File: src/rtl/esp_plm_loader.sv
// esp_plm_loader: issues DMA reads for matrices A and B and unpacks each 32-bit beat into four PLM byte writes.
// Optional macro LOADER_PREFETCH_EN accepts the next beat during the last byte write (4 instead of 5 cycles/word).
module esp_plm_loader #(
   parameter int BASE_A    = 0,
   parameter int BASE_B    = 512,
   parameter int MAX_WORDS = 128
) (
   input  logic        clk,
   input  logic        rst,
   input  logic        start,
   input  logic [31:0] depth,
   output logic        dma_read_ctrl_valid,
   input  logic        dma_read_ctrl_ready,
   output logic [31:0] dma_read_ctrl_data_index,
   output logic [31:0] dma_read_ctrl_data_length,
   output logic [2:0]  dma_read_ctrl_data_size,
   input  logic        dma_read_chnl_valid,
   output logic        dma_read_chnl_ready,
   input  logic [31:0] dma_read_chnl_data,
   output logic [10:0] plm_a,
   output logic [7:0]  plm_d,
   output logic        plm_ce,
   output logic        plm_we,
   output logic        busy,
   output logic        done,
   output logic        err
);
   typedef enum logic [2:0] {IDLE, REQ, RECV, UNPACK, FIN} state_t;
   state_t      state_q, state_d;
   logic [31:0] len_q, len_d, wc_q, wc_d, buf_q, buf_d, idx_q, idx_d, lng_q, lng_d, wc_inc;
   logic [1:0]  bi_q, bi_d;
   logic [10:0] a_q, a_d;
   logic [7:0]  d_q, d_d;
   logic        phase_q, phase_d, cv_q, cv_d, cr_q, cr_d, we_q, we_d;
   logic        busy_q, busy_d, done_q, done_d, err_q, err_d, beat;

   function automatic logic [10:0] addr_of(input logic ph, input logic [8:0] w, input logic [1:0] b);
      return (ph ? 11'(BASE_B) : 11'(BASE_A)) + {w, 2'b00} + {9'd0, b};
   endfunction

   // Next-state and next-output logic; outputs are computed one cycle ahead so they can all be registered.
   always_comb begin
      state_d = state_q;
      len_d   = len_q;
      wc_d    = wc_q;
      buf_d   = buf_q;
      bi_d    = bi_q;
      phase_d = phase_q;
      cv_d    = cv_q;
      idx_d   = idx_q;
      lng_d   = lng_q;
      cr_d    = 1'b0;
      a_d     = a_q;
      d_d     = d_q;
      we_d    = 1'b0;
      busy_d  = busy_q;
      done_d  = 1'b0;
      err_d   = 1'b0;
      beat    = dma_read_chnl_valid & cr_q;
      wc_inc  = wc_q + 32'd1;
      case (state_q)
         IDLE: if (start) begin
            busy_d = 1'b1;
            if (depth == 32'd0 || depth > 32'(MAX_WORDS)) begin
               state_d = FIN;
               done_d  = 1'b1;
               err_d   = 1'b1;
            end else begin
               state_d = REQ;
               len_d   = depth;
               phase_d = 1'b0;
               wc_d    = 32'd0;
               cv_d    = 1'b1;
               idx_d   = 32'd0;
               lng_d   = depth;
            end
         end
         REQ: if (dma_read_ctrl_ready) begin
            state_d = RECV;
            cv_d    = 1'b0;
            cr_d    = 1'b1;
         end
         RECV: if (beat) begin
            state_d = UNPACK;
            buf_d   = dma_read_chnl_data;
            bi_d    = 2'd0;
            we_d    = 1'b1;
            d_d     = dma_read_chnl_data[7:0];
            a_d     = addr_of(phase_q, wc_q[8:0], 2'd0);
         end else begin
            cr_d = 1'b1;
         end
         UNPACK: if (bi_q != 2'd3) begin
            bi_d = bi_q + 2'd1;
            we_d = 1'b1;
            d_d  = buf_q[{bi_d, 3'b000} +: 8];
            a_d  = addr_of(phase_q, wc_q[8:0], bi_d);
`ifdef LOADER_PREFETCH_EN
            cr_d = (bi_q == 2'd2) && (wc_inc < len_q);
`endif
         end else if (beat) begin
            wc_d  = wc_inc;
            buf_d = dma_read_chnl_data;
            bi_d  = 2'd0;
            we_d  = 1'b1;
            d_d   = dma_read_chnl_data[7:0];
            a_d   = addr_of(phase_q, wc_inc[8:0], 2'd0);
         end else begin
            wc_d = wc_inc;
            if (wc_inc != len_q) begin
               state_d = RECV;
               cr_d    = 1'b1;
            end else if (!phase_q) begin
               state_d = REQ;
               phase_d = 1'b1;
               wc_d    = 32'd0;
               cv_d    = 1'b1;
               idx_d   = len_q;
               lng_d   = len_q;
            end else begin
               state_d = FIN;
               done_d  = 1'b1;
            end
         end
         FIN: begin
            state_d = IDLE;
            busy_d  = 1'b0;
         end
         default: state_d = IDLE;
      endcase
   end

   // State and output registers; reset abandons any DMA transaction and returns to idle at once.
   always_ff @(posedge clk or posedge rst) begin
      if (rst) begin
         state_q <= IDLE;
         len_q   <= '0;
         wc_q    <= '0;
         buf_q   <= '0;
         bi_q    <= '0;
         phase_q <= 1'b0;
         cv_q    <= 1'b0;
         idx_q   <= '0;
         lng_q   <= '0;
         cr_q    <= 1'b0;
         a_q     <= '0;
         d_q     <= '0;
         we_q    <= 1'b0;
         busy_q  <= 1'b0;
         done_q  <= 1'b0;
         err_q   <= 1'b0;
      end else begin
         state_q <= state_d;
         len_q   <= len_d;
         wc_q    <= wc_d;
         buf_q   <= buf_d;
         bi_q    <= bi_d;
         phase_q <= phase_d;
         cv_q    <= cv_d;
         idx_q   <= idx_d;
         lng_q   <= lng_d;
         cr_q    <= cr_d;
         a_q     <= a_d;
         d_q     <= d_d;
         we_q    <= we_d;
         busy_q  <= busy_d;
         done_q  <= done_d;
         err_q   <= err_d;
      end
   end

   assign dma_read_ctrl_valid       = cv_q;
   assign dma_read_ctrl_data_index  = idx_q;
   assign dma_read_ctrl_data_length = lng_q;
   assign dma_read_ctrl_data_size   = 3'b010;
   assign dma_read_chnl_ready       = cr_q;
   assign plm_a                     = a_q;
   assign plm_d                     = d_q;
   assign plm_ce                    = we_q;
   assign plm_we                    = we_q;
   assign busy                      = busy_q;
   assign done                      = done_q;
   assign err                       = err_q;
endmodule

File: config.mk
export PLATFORM = sky130hd
export DESIGN_NAME = esp_plm_loader
export DESIGN_NICKNAME = d
export VERILOG_FILES = /design/src/rtl/esp_plm_loader.sv
export SDC_FILE = /design/constraint.sdc
export NUM_CORES = 1
export LEC_CHECK = 0
export BUFFER_PORTS_ARGS = -buffer_cell sky130_fd_sc_hd__buf_2
export CAP_MARGIN = 25
export CORE_MARGIN = 4
export CORE_UTILIZATION = 45
export CTS_CLUSTER_SIZE = 20
export DETAILED_ROUTE_END_ITERATION = 7
export PLACE_DENSITY = 0.65
export SYNTH_ARGS = -nofsm -noshare
export SYNTH_HDL_FRONTEND = slang
export SYNTH_SLANG_ARGS = --single-unit
File: constraint.sdc
create_clock -name clk -period 5.33 [get_ports clk]
set_input_delay 0 -clock clk [delete_from_list [all_inputs] [get_ports clk]]
set_output_delay 0 -clock clk [all_outputs]
set_load 0.005 [all_outputs]
==> run_summary.xml <==
<?xml version="1.0" encoding="UTF-8"?>
<metrics>
  <group name="critical_path">
    <metric name="worst_path_max_delay_cell" unit="">sky130_fd_sc_hd__nor4_4</metric>
    <metric name="worstPathMaxFanout" unit="">55</metric>
    <metric name="critical_path.max_stage_delay" unit="ns">0.67</metric>
    <metric name="timing.critical_path.required" unit="ns">5.62</metric>
    <metric name="rr_startpoint" unit="">wc_q[0]$_DFFE_PP0P_</metric>
    <metric name="crit_path_start_kind" unit="">flop</metric>
    <metric name="crit_arrival" unit="ns">4.72</metric>
    <metric name="critPathLaunch" unit="">wc_q[0]$_DFFE_PP0P_</metric>
    <metric name="crit_chain" unit="">ha_1 -&gt; nand3_4 -&gt; nor4_4 -&gt; xnor2_1 -&gt; and2_0 -&gt; or4b_4 -&gt; nor4_4 -&gt; buf_4 -&gt; or2_2 -&gt; buf_4 -&gt; o21ai_0</metric>
    <metric name="end_kind" unit="">flop</metric>
    <metric name="path_class" unit="">flop to flop</metric>
  </group>
  <group name="sta">
    <metric name="finClkSkew" unit="ns">0.0112</metric>
    <metric name="fin_tns_setup" unit="ns">0</metric>
    <metric name="slew_margin_rel" unit="">0.385</metric>
    <metric name="finalWorstSetupSlack" unit="ns">0.893</metric>
    <metric name="max_freq" unit="MHz">225</metric>
    <metric name="tightestPinTransition" unit="ns">0.922</metric>
    <metric name="post-route-period-util" unit="">0.833</metric>
    <metric name="setup_violations" unit="">0</metric>
    <metric name="final.hold.worst_slack" unit="ns">0.0363</metric>
    <metric name="grt_setup_unrepaired" unit="">no</metric>
    <metric name="report.final.slew_viol_count" unit="">0</metric>
    <metric name="final_count_of_hold_timing_violations" unit="">0</metric>
    <metric name="period_minus_slack" unit="ns">4.44</metric>
  </group>
  <group name="floorplanning">
    <metric name="vertical_extent_of_the_die" unit="um">153</metric>
    <metric name="die_area" unit="um2">23400</metric>
    <metric name="row_count" unit="">52</metric>
    <metric name="top_level_ports" unit="">162</metric>
    <metric name="initial_core_util" unit="">0.462</metric>
    <metric name="die_width" unit="um">153</metric>
    <metric name="placeableCoreArea" unit="um2">20500</metric>
  </group>
  <group name="cts">
    <metric name="clk_root_buf" unit="">sky130_fd_sc_hd__clkbuf_16</metric>
    <metric name="clock_transition_at_path_regs" unit="ns">0.07</metric>
    <metric name="cts_repair_resizes" unit="">0</metric>
    <metric name="postCtsHoldBufs" unit="">48</metric>
    <metric name="clkSinkCount" unit="">191</metric>
    <metric name="cts_inserted_buffers" unit="">17</metric>
    <metric name="clock_path_buffers" unit="">2</metric>
    <metric name="post-cts-setup-buffers" unit="">0</metric>
    <metric name="h-tree-depth" unit="">4</metric>
    <metric name="tritoncts" unit="">yes</metric>
    <metric name="clock_latency_late_sink" unit="ns">0.43</metric>
  </group>
  <group name="synth">
    <metric name="postSynth.topFlopCell" unit="">sky130_fd_sc_hd__dfrtp_1</metric>
    <metric name="synth_async_sr_flop_share" unit="">1.00</metric>
    <metric name="synth_seq_cells" unit="">191</metric>
    <metric name="synth_enable_flop_cells" unit="">0</metric>
    <metric name="synth_cell_types" unit="">74</metric>
    <metric name="synth.yosys.seq_area_share" unit="">0.504</metric>
    <metric name="post_synth.cell_area_avg" unit="um2">10.1</metric>
    <metric name="yosysWarnings" unit="">0</metric>
    <metric name="synthesized_instance_count" unit="">935</metric>
    <metric name="syn-cell-area" unit="um2">9480</metric>
  </group>
  <group name="min_path">
    <metric name="min_from" unit="">depth[18]</metric>
    <metric name="worst_hold_path_type" unit="">input pin to flop</metric>
  </group>
  <group name="routing">
    <metric name="vias_per_cell" unit="">5.38</metric>
    <metric name="route.detailed.drc" unit="">0</metric>
    <metric name="route.vias.total" unit="">7508</metric>
    <metric name="drt_pass1_iterations" unit="">4</metric>
    <metric name="drtAntennaViolNets" unit="">0</metric>
    <metric name="drt_iter0_drc" unit="">495</metric>
    <metric name="finalWirelength" unit="mm">24.1</metric>
    <metric name="post_drt_wl_per_cell" unit="um">17.3</metric>
  </group>
  <group name="grt">
    <metric name="antenna_found_initial" unit="">0</metric>
    <metric name="grt_max_degree" unit="">141</metric>
    <metric name="grt_pass1_vias" unit="">7562</metric>
    <metric name="global_route.usage.total" unit="">0.210</metric>
    <metric name="grt_residual_overflow" unit="">0</metric>
    <metric name="grt_first_pass_wirelength" unit="mm">40.4</metric>
  </group>
  <group name="finish">
    <metric name="count_of_filler_cells_inserted_in_the_layout" unit="">1816</metric>
    <metric name="number_of_diodes" unit="">0</metric>
    <metric name="final_cell_area" unit="um2">11500</metric>
    <metric name="areaGrowthSynthToFinish" unit="%">21.5</metric>
    <metric name="fin_nets" unit="">1185</metric>
    <metric name="post_route_cells_drive_above_1_share" unit="">0.244</metric>
    <metric name="final_cell_count_no_fill" unit="">1395</metric>
  </group>
  <group name="power">
    <metric name="total_switching_power" unit="mW">0.671</metric>
    <metric name="seqPwrFrac" unit="">0.508</metric>
    <metric name="power.leakage" unit="nW">5.67</metric>
    <metric name="p_clk_frac" unit="">0.456</metric>
    <metric name="intPower" unit="mW">2.19</metric>
    <metric name="comb_power_share" unit="">0.035</metric>
    <metric name="sw_frac_of_total" unit="">0.235</metric>
    <metric name="pwr_density_cell" unit="nW/um2">248</metric>
    <metric name="max-vdd-ir-drop" unit="mV">0.211</metric>
  </group>
  <group name="place">
    <metric name="port_buffers" unit="">158</metric>
    <metric name="placement.cell_area" unit="um2">10400</metric>
    <metric name="place_worst_setup_slack" unit="ns">0.898</metric>
    <metric name="placed_cells_incl_taps" unit="">1314</metric>
    <metric name="gpl.final_weighted_congestion" unit="">0.936</metric>
    <metric name="dpl.hpwl" unit="mm">16.9</metric>
  </group>
  <group name="status">
    <metric name="outcome" unit="">finished, final reports clean</metric>
  </group>
  <group name="flow_run">
    <metric name="max_cap_violations" unit="">0</metric>
  </group>
</metrics>
==> cell usage in the layout, fill, tap and decap left out, types with 7 or more instances in the layout <==
master	n
sky130_fd_sc_hd__a21oi_1	28
sky130_fd_sc_hd__a31oi_1	9
sky130_fd_sc_hd__and2_1	30
sky130_fd_sc_hd__buf_2	158
sky130_fd_sc_hd__buf_4	11
sky130_fd_sc_hd__clkbuf_16	17
sky130_fd_sc_hd__dfrtp_1	191
sky130_fd_sc_hd__dlygate4sd3_1	48
sky130_fd_sc_hd__inv_1	47
sky130_fd_sc_hd__mux2_2	46
sky130_fd_sc_hd__mux2i_1	7
sky130_fd_sc_hd__mux4_2	8
sky130_fd_sc_hd__nand2_1	110
sky130_fd_sc_hd__nand2b_1	7
sky130_fd_sc_hd__nand3_1	23
sky130_fd_sc_hd__nand4_1	22
sky130_fd_sc_hd__nor2_1	72
sky130_fd_sc_hd__nor3_1	18
sky130_fd_sc_hd__nor4_1	14
sky130_fd_sc_hd__o21ai_0	65
sky130_fd_sc_hd__o22ai_1	7
sky130_fd_sc_hd__or3_1	7
sky130_fd_sc_hd__xnor2_1	44
sky130_fd_sc_hd__xor2_1	27
==> worst max-delay path, delay by kind of cell (launching register included) <==
| kind | cells | cell delay [ns] |
|---|---|---|
| adder cells (fa/ha/maj) | 1 | 0.30 |
| flip-flops | 1 | 0.50 |
| AND/OR/NAND/NOR | 6 | 2.29 |
| XOR/XNOR | 1 | 0.22 |
| buffers and inverters | 2 | 0.81 |
| AO/OA/AOI/OAI | 1 | 0.16 |
==> per-layer routing <==
layer,vias up,global-route usage,share of wire
met5,-,0,0
met4,0,0.0475,0.013
met3,22,0.0492,0.061
met2,245,0.332,0.47
met1,3657,0.298,0.46
li1,3584,-,-
==> power by group through the flow <==
stage / clock network [mW] / registers, mW / logic (mW)
3_3_place_gp: 0 / 1.48 / 0.0722
2_1_floorplan: 0 / 1.48 / 0.0335
6_report: 1.30 / 1.45 / 0.101
5_1_grt: 1.39 / 1.45 / 0.115
3_5_place_dp: 0 / 1.48 / 0.0730
4_1_cts: 1.33 / 1.45 / 0.0998
==> logic make-up (layout without fill, tap and decap cells) <==
family / Yosys count / count (layout) / synth area share
simple gates: 342 / 342 / 0.186
other cells: 2 / 3 / 0.000792
xor+xnor: 72 / 72 / 0.0680
flops: 191 / 191 / 0.504
mux: 66 / 66 / 0.0870
buf+inv: 109 / 298 / 0.0514
compound gates: 149 / 149 / 0.0974
fa+ha+maj: 4 / 4 / 0.00528
==> registers in the layout (all words and copies together), names as in the netlist <==
signal	count
buf_q	32
dma_read_ctrl_data_index	32
dma_read_ctrl_data_length	32
len_q	32
wc_q	32
plm_a	11
plm_d	8
state_q	3
bi_q	2
busy	1
dma_read_chnl_ready	1
dma_read_ctrl_valid	1
done	1
err	1
phase_q	1
plm_ce	1
==> per-stage QoR <==
step	power (mW)	util
2_1_floorplan	1.51	-
3_3_place_gp	1.55	0.507
3_5_place_dp	1.55	0.507
4_1_cts	2.88	0.560
5_1_grt	2.96	0.562
6_report	2.86	0.562
==> cell type report <==
cell class / count / area, um2 / area share
clock buffer: 18 / 439 / 0.0382
timing repair buffer: 218 / 1380 / 0.120
tap: 270 / 338 / 0.0293
inverter: 48 / 188 / 0.0163
sequential: 191 / 4780 / 0.415
clock inverter: 14 / 169 / 0.0147
multi-input combinational: 636 / 4220 / 0.366
==> synthesized netlist by cell type, types with 18 or more instances <==
cell type	instances	area share
sky130_fd_sc_hd__inv_1	48	0.019
sky130_fd_sc_hd__and2_1	30	0.020
sky130_fd_sc_hd__nor2_1	73	0.029
sky130_fd_sc_hd__a21oi_1	28	0.015
sky130_fd_sc_hd__nand4_1	22	0.015
sky130_fd_sc_hd__o21ai_0	65	0.034
sky130_fd_sc_hd__nor3_1	18	0.0095
sky130_fd_sc_hd__xnor2_1	44	0.041
sky130_fd_sc_hd__nand2_1	110	0.044
sky130_fd_sc_hd__nand3_1	23	0.012
sky130_fd_sc_hd__dfrtp_1	191	0.50
sky130_fd_sc_hd__mux2_2	46	0.055
sky130_fd_sc_hd__xor2_1	27	0.025
sky130_fd_sc_hd__clkbuf_1	30	0.012
==> worst paths after layout <==
check | endpoint | slack (ns) | cells past startpoint
max reg2reg | dma_read_ctrl_data_index[12]$_DFFE_PP0P_ | 0.89 | 11
max | dma_read_ctrl_data_index[12]$_DFFE_PP0P_ | 0.89 | 11
max in group asynchronous | wc_q[26]$_DFFE_PP0P_ | 3.79 | 5
min reg2reg | dma_read_ctrl_data_length[30]$_DFFE_PP0P_ | 0.48 | 1
min in group asynchronous | dma_read_ctrl_data_index[1]$_DFFE_PP0P_ | 0.10 | 3
min | err$_DFF_PP0_ | 0.04 | 5
Note: power is estimated with default switching activity, not from simulation.
